==> src/rtl/pipeline_control.sv <==
// Pipeline hazard/stall controller: freezes on data-memory waits, squashes on
// mispredicts, stalls on load-use and fetch waits, and drains the pipe on HLT.
module pipeline_control (
    input  logic        i_clk,
    input  logic        i_reset,
    input  logic [2:0]  i_inst_type_id,
    input  logic        i_valid_id,
    input  logic [1:0]  i_rs_id,
    input  logic [1:0]  i_rt_id,
    input  logic        i_use_rs_id,
    input  logic        i_use_rt_id,
    input  logic        i_valid_ex,
    input  logic        i_mem_read_ex,
    input  logic [1:0]  i_dest_ex,
    input  logic        i_mispredict_ex,
    input  logic        i_d_req_mem,
    input  logic        i_d_ready,
    input  logic        i_i_ready,
    output logic        o_pc_write,
    output logic        o_ir_write,
    output logic        o_bubblify,
    output logic        o_flush,
    output logic        o_halted,
    output logic [15:0] o_num_inst,
    output logic [15:0] o_stall_cycles
);

    localparam logic [1:0] S_RUN     = 2'd0;
    localparam logic [1:0] S_MEMWAIT = 2'd1;
    localparam logic [1:0] S_DRAIN   = 2'd2;
    localparam logic [1:0] S_HALTED  = 2'd3;

    localparam logic [2:0] INSTTYPE_ALU    = 3'd0;
    localparam logic [2:0] INSTTYPE_LOAD   = 3'd1;
    localparam logic [2:0] INSTTYPE_STORE  = 3'd2;
    localparam logic [2:0] INSTTYPE_BRANCH = 3'd3;
    localparam logic [2:0] INSTTYPE_JUMP   = 3'd4;
    localparam logic [2:0] INSTTYPE_HLT    = 3'd7;

    logic [1:0]  r_state;
    logic [1:0]  r_drain_cnt;
    logic [15:0] r_num_inst;
    logic [15:0] r_stall_cycles;

    logic [1:0]  w_next_state;
    logic [1:0]  w_next_cnt;
    logic        w_pc_write;
    logic        w_ir_write;
    logic        w_bubblify;
    logic        w_flush;
    logic        w_frozen;
    logic        w_jump_sel;
    logic        w_issue;

    logic        w_freeze_req;
    logic        w_mispredict;
    logic        w_load_use;
    logic        w_hlt;
    logic        w_jump;

    assign w_freeze_req = i_d_req_mem & ~i_d_ready;
    assign w_mispredict = i_mispredict_ex & i_valid_ex;
    assign w_load_use   = i_valid_ex & i_mem_read_ex & i_valid_id &
                          ((i_use_rs_id & (i_rs_id == i_dest_ex)) |
                           (i_use_rt_id & (i_rt_id == i_dest_ex)));
    assign w_hlt        = i_valid_id & (i_inst_type_id == INSTTYPE_HLT);
    assign w_jump       = i_valid_id & (i_inst_type_id == INSTTYPE_JUMP);

    // Prioritised control decode and next-state selection
    always_comb begin
        w_pc_write   = 1'b1;
        w_ir_write   = 1'b1;
        w_bubblify   = 1'b0;
        w_flush      = 1'b0;
        w_frozen     = 1'b0;
        w_jump_sel   = 1'b0;
        w_next_state = r_state;
        w_next_cnt   = r_drain_cnt;
        case (r_state)
            S_RUN, S_MEMWAIT: begin
                w_next_state = S_RUN;
                if (w_freeze_req) begin
                    w_pc_write   = 1'b0;
                    w_ir_write   = 1'b0;
                    w_frozen     = 1'b1;
                    w_next_state = S_MEMWAIT;
                end else if (w_mispredict) begin
                    w_bubblify = 1'b1;
                    w_flush    = 1'b1;
                end else if (w_load_use) begin
                    w_pc_write = 1'b0;
                    w_ir_write = 1'b0;
                    w_bubblify = 1'b1;
                end else if (w_hlt) begin
                    w_pc_write   = 1'b0;
                    w_ir_write   = 1'b0;
                    w_bubblify   = 1'b1;
                    w_next_state = S_DRAIN;
                    w_next_cnt   = 2'd3;
                end else if (w_jump) begin
                    w_flush    = 1'b1;
                    w_jump_sel = 1'b1;
                end else if (!i_i_ready) begin
                    w_pc_write = 1'b0;
                    w_ir_write = 1'b0;
                    w_bubblify = 1'b1;
                end else begin
                    w_pc_write = 1'b1;
                end
            end
            S_DRAIN: begin
                if (w_freeze_req) begin
                    w_pc_write = 1'b0;
                    w_ir_write = 1'b0;
                    w_frozen   = 1'b1;
                end else if (w_mispredict) begin
                    // HLT sat on a wrong path: abandon the drain
                    w_bubblify   = 1'b1;
                    w_flush      = 1'b1;
                    w_next_state = S_RUN;
                    w_next_cnt   = 2'd0;
                end else begin
                    w_pc_write = 1'b0;
                    w_ir_write = 1'b0;
                    w_bubblify = 1'b1;
                    w_next_cnt = r_drain_cnt - 2'd1;
                    if (r_drain_cnt == 2'd1) begin
                        w_next_state = S_HALTED;
                    end else begin
                        w_next_state = S_DRAIN;
                    end
                end
            end
            S_HALTED: begin
                w_pc_write = 1'b0;
                w_ir_write = 1'b0;
                w_bubblify = 1'b1;
            end
            default: begin
                w_next_state = S_RUN;
                w_next_cnt   = 2'd0;
            end
        endcase
    end

    // A jump's flush discards the fetch-side slot only; the jump itself issues.
    assign w_issue = i_valid_id & ~w_bubblify & ~w_frozen & (~w_flush | w_jump_sel);

    // State, drain counter and statistics registers
    always_ff @(posedge i_clk) begin
        if (i_reset) begin
            r_state        <= S_RUN;
            r_drain_cnt    <= 2'd0;
            r_num_inst     <= 16'd0;
            r_stall_cycles <= 16'd0;
        end else begin
            r_state     <= w_next_state;
            r_drain_cnt <= w_next_cnt;
            if (w_issue) begin
                r_num_inst <= r_num_inst + 16'd1;
            end
            if (!w_pc_write && (r_state != S_HALTED) && (r_stall_cycles != 16'hFFFF)) begin
                r_stall_cycles <= r_stall_cycles + 16'd1;
            end
        end
    end

    assign o_pc_write     = i_reset ? 1'b1 : w_pc_write;
    assign o_ir_write     = i_reset ? 1'b1 : w_ir_write;
    assign o_bubblify     = i_reset ? 1'b0 : w_bubblify;
    assign o_flush        = i_reset ? 1'b0 : w_flush;
    assign o_halted       = ~i_reset & (r_state == S_HALTED);
    assign o_num_inst     = r_num_inst;
    assign o_stall_cycles = r_stall_cycles;

endmodule

==> config.mk <==
export PLATFORM = sky130hd
export DESIGN_NAME = pipeline_control
export DESIGN_NICKNAME = d
export VERILOG_FILES = /design/src/rtl/pipeline_control.sv
export SDC_FILE = /design/constraint.sdc
export NUM_CORES = 1
export LEC_CHECK = 0
export ABC_AREA = 0
export CAP_MARGIN = 20
export CORE_MARGIN = 8
export CORE_UTILIZATION = 49
export CTS_CLUSTER_SIZE = 24
export DETAILED_ROUTE_END_ITERATION = 6
export PLACE_DENSITY = 0.8
export SLEW_MARGIN = 40
export SYNTH_ARGS = -nofsm -noshare
export SYNTH_HDL_FRONTEND = slang
export SYNTH_SLANG_ARGS = --single-unit
==> constraint.sdc <==
create_clock -name i_clk -period 3.2 [get_ports i_clk]
set_clock_uncertainty 0.05 [all_clocks]
set_input_delay 0.64 -clock i_clk [delete_from_list [all_inputs] [get_ports i_clk]]
set_output_delay 0.64 -clock i_clk [all_outputs]
set_load 0.03 [all_outputs]
---- Word-level counts from Yosys, hierarchy flattened ----
Index checks and enable logic that the tools add are counted.
operators by class
  add/subtract/negate cells ............... 3
  equal/unequal tests ..................... 15
  mux-type cells .......................... 46
  bitwise operators ....................... 20
  reduce and logical (&&, ||, !) cells .... 9
operators with widths
  operator                                                            count
  16-bit by 1-bit adder with 16-bit output, second input constant     2
  1-bit two-way mux                                                   29
  2-bit two-way mux                                                   12
  16-bit inequality test, second input constant                       1
  1-bit bitwise AND                                                   13
  2-bit inequality test, second input constant                        6
  2-bit one-hot mux with 2 select lines                               2
  3-bit == test, second input constant                                2
  1-bit one-hot mux with 3 select lines                               2
  6-bit AND reduction                                                 1
  1-bit inverter                                                      5
  2-bit by 1-bit == test with 1-bit output, second input constant     2
  2-bit == test                                                       2
  2-bit == test, second input constant                                2
  3-bit OR reduction                                                  1
  1-bit logical AND                                                   2
  2-bit logical NOT                                                   1
  1-bit bitwise OR                                                    2
  1-bit one-hot mux with 2 select lines                               1
  2-bit AND reduction                                                 1
  2-bit nonzero test                                                  1
  2-bit OR reduction                                                  1
  2-bit by 1-bit subtractor with 2-bit output, second input constant  1
  1-bit logical NOT                                                   1
word-level totals
  register bits after elaboration ......... 36
  bits of input ports ..................... 20

---- Longest topological paths before layout ----
  word-level depth ........................ 12
  mapped depth ............................ 9
  mapped depth without buffers ............ 6

---- Worst setup path after synthesis ----
OpenSTA, ideal clock, no wires.
  kind .................................... input to output
  from .................................... input i_mem_read_ex
  to ...................................... output o_pc_write
  data arrival time ....................... 2,664 ps
  required time ........................... 2,510 ps
  setup slack ............................. -154 ps
  stages .................................. 8
  cells stage by stage .................... and3_1 and4_4 buf_6 nor3_1 clkbuf_1 nor2_1 o21ai_0 buf_4
on the way
  longest elaborated chain between the ends .. 8
ends and longest elaborated chain
  item                                   line  source
  start, declared                        13    input logic i_mem_read_ex,
  1-bit bitwise AND (3 in a row)         63    assign w_load_use = i_valid_ex & i_mem_read_ex & i_valid_id &
  1-bit two-way mux (3 in a row)         n/a
  1-bit one-hot mux with 3 select lines  n/a
  1-bit two-way mux                      n/a
  end, declared                          19    output logic o_pc_write,
No other way between the ends.

---- Worst setup path after layout ----
  from .................................... input i_valid_id
  to ...................................... output o_flush
on the way
  longest elaborated chain between the ends .. 8
  elaborated cells between the ends (all ways) .. 11
ends and longest elaborated chain
  item                                     line  source
  start, declared                          7     input logic i_valid_id,
  1-bit bitwise AND                        67    assign w_jump = i_valid_id & (i_inst_type_id == INSTTYPE_JUMP);
  1-bit two-way mux                        100   end else if (w_jump) begin
  1-bit two-way mux                        94    end else if (w_hlt) begin
  1-bit two-way mux *                      90    end else if (w_load_use) begin
  1-bit two-way mux *                      87    end else if (w_mispredict) begin
  1-bit two-way mux *                      82    if (w_freeze_req) begin
  1-bit one-hot mux with 2 select lines *  79    case (r_state)
  1-bit two-way mux *                      171   assign o_flush = i_reset ? 1'b0 : w_flush;
  end, declared                            22    output logic o_flush,
Every way passes the cells marked *; elsewhere a longest branch is shown, timed or not.

==> metrics.csv <==
metric,value,unit
slew_headroom,0.640,
routed_via_density,6.08,
seq_area_frac_synth,0.315,
grt_pass1_vias,2175,
grt_use_total,0.166,
drt_iter0_drc,125,
grt.overflow.total,0,
antenna_cells,0,
period_needed,3.13,ns
route.detailed.drc,0,
mostFrequentLayoutCells,"clkdlybuf4s50_1 (52), dfxtp_1 (36), a21oi_1 (25)",
tightestPinTransition,0.533,ns
cts_buffer_depth,2,
ctsHoldBuffers,0,
grt_max_degree,39,
layout_setup_ws,0.0700,ns
postSynth.asyncResetShare,0,
hold_violations,0,
area_growth,31.0,%
start_kind,input port,
die_x,84.3,um
synth_top_area_frac,0.315,
cts.htree.levels,2,
period_share,0.978,
crit_path_end_kind,output port,
synth_edf_count,0,
arrival,2.44,ns
leakagePower,1.07,nW
netlist_area,2290,um^2
cts_setup_buffers,0,
crit_required,2.51,ns
hold_path_class,flop to flop,
cts_resized,0,
wl_per_cell,15.6,um
drive_gt1_frac,0.118,
core,4600,um^2
numCtsBuffers,5,
root_buffer,clkbuf_8,
syn_inst,285,
status,"complete, no violations",
crit_type,input port to output port,
p_per_area,327,nW/um^2
dpl.hpwl,4410,um
ir_drop,0.294,mV
gp_congestion,0.873,
finalSetupViolations,0,
cts_tree,done,
dr.pass1.iters,4,
final_cells,394,
synthDistinctLibCells,48,
die-area,7110,um^2
avgSynthCellArea,8.02,um^2
reg2reg_slack,1.24,ns
placed_cells,387,
yosys.area.top_type,dfxtp_1,
fmax,0.319,GHz
slew_viol_final,0,
fin_nets,363,
clock-sinks,36,
antenna_found_initial,0,
final_common_cell,clkdlybuf4s50_1,
io_pins,57,
routed_wl,6140,um
yosys_register_bits,36,
initial_core_util,0.497,
clk_latency,0.28,ns
synth_warnings,0,
crit_fanout,6,
grt_pass1_wl,10200,um
rows,25,
total_power,978,uW
ys.flop_type,dfxtp_1,
drtAntennaViolNets,0,
dp_slack,0.104,ns
clk_pin_slew,0.07,ns
synth_nets,308,
cap_viol_max_count,0,
port_buffers,56,
synth_area_leaders,"dfxtp_1 (32%), mux2_2 (6.4%), a21oi_1 (5.5%), nor2b_1 (4.1%), nor2_1 (3.6%)",
vias,2396,
die_h,84.3,um
==> power breakdown <==
group / leakage (nW) / internal [mW] / switching, mW / total, mW
Clock: 0.0503 / 0.192 / 0.158 / 0.350
Combinational: 0.725 / 0.0691 / 0.0926 / 0.162
Sequential: 0.291 / 0.455 / 0.0111 / 0.466
Total: 1.07 / 0.716 / 0.262 / 0.978
==> cells by family (layout without fill, tap and decap cells) <==
logic type,after synthesis,in the layout,synth area share
DFF,36,36,0.315
muxes,15,15,0.0733
xor gates and xnor gates,4,4,0.0153
buffers and inverters,24,79,0.0487
and+or+nand+nor,135,135,0.336
adders and majority gates,3,3,0.0164
AOI/OAI and AO/OA,68,68,0.195
==> layout make-up <==
| type | instances | area [um^2] |
|---|---|---|
| clock buffers | 7 | 96.3 |
| fillers | 409 | 1600 |
| inverters | 7 | 26.3 |
| multi-input cells | 225 | 1470 |
| flip-flops and latches | 36 | 721 |
| well taps | 54 | 67.6 |
| repair buffers | 65 | 618 |
==> metrics by stage <==
stage	hold slack, ns	area [um^2]	utilization	setup TNS [ns]
after CTS	0.444	2990	0.650	0
after global routing	0.461	3000	0.651	-0.0148
after detailed placement	0.433	2890	0.629	0
after global placement	0.423	2890	0.629	0
after floorplan	0.400	2290	-	0
final	0.446	3000	0.651	0
==> per-layer routing <==
| layer | track usage | wire (um) | vias up |
|---|---|---|---|
| met4 | 0.0424 | 67 | 0 |
| met2 | 0.273 | 3020 | 68 |
| met5 | 0 | 0 | - |
| met1 | 0.206 | 2680 | 1141 |
| met3 | 0.0455 | 373 | 8 |
| li1 | - | - | 1179 |
==> worst paths after layout <==
path / start / to / cells past startpoint
max: i_valid_id / o_flush / 7
min: o_num_inst[14] / o_num_inst[14] / 2
max reg2reg: o_stall_cycles[0] / o_stall_cycles[0] / 6
min reg2reg: o_num_inst[14] / o_num_inst[14] / 2
==> worst max-delay path, cell delays in order <==
cell and delay [ns]:
clkdlybuf4s50_1 0.44, and3_1 0.21, and4_2 0.28, o41a_1 0.42, o22ai_2 0.12, and3_1 0.17
buf_4 0.16
==> synth_stat cells (all sizes together), types with 5 or more instances <==
library cell,n
dfxtp,36
a21oi,25
nor2,22
nand2,19
nor2b,15
mux2,14
nand3,13
clkbuf,12
nand4,12
and3,10
or4,10
o21ai,9
o31ai,9
a211oi,7
and4,7
inv,7
nor3,6
or3,6
buf,5
==> state kept, by name, indices dropped and copies added, names as in the netlist <==
signal / count
o_num_inst: 16
o_stall_cycles: 16
r_state: 2
r_drain_cnt: 2
(Power assumes the default switching activity.)
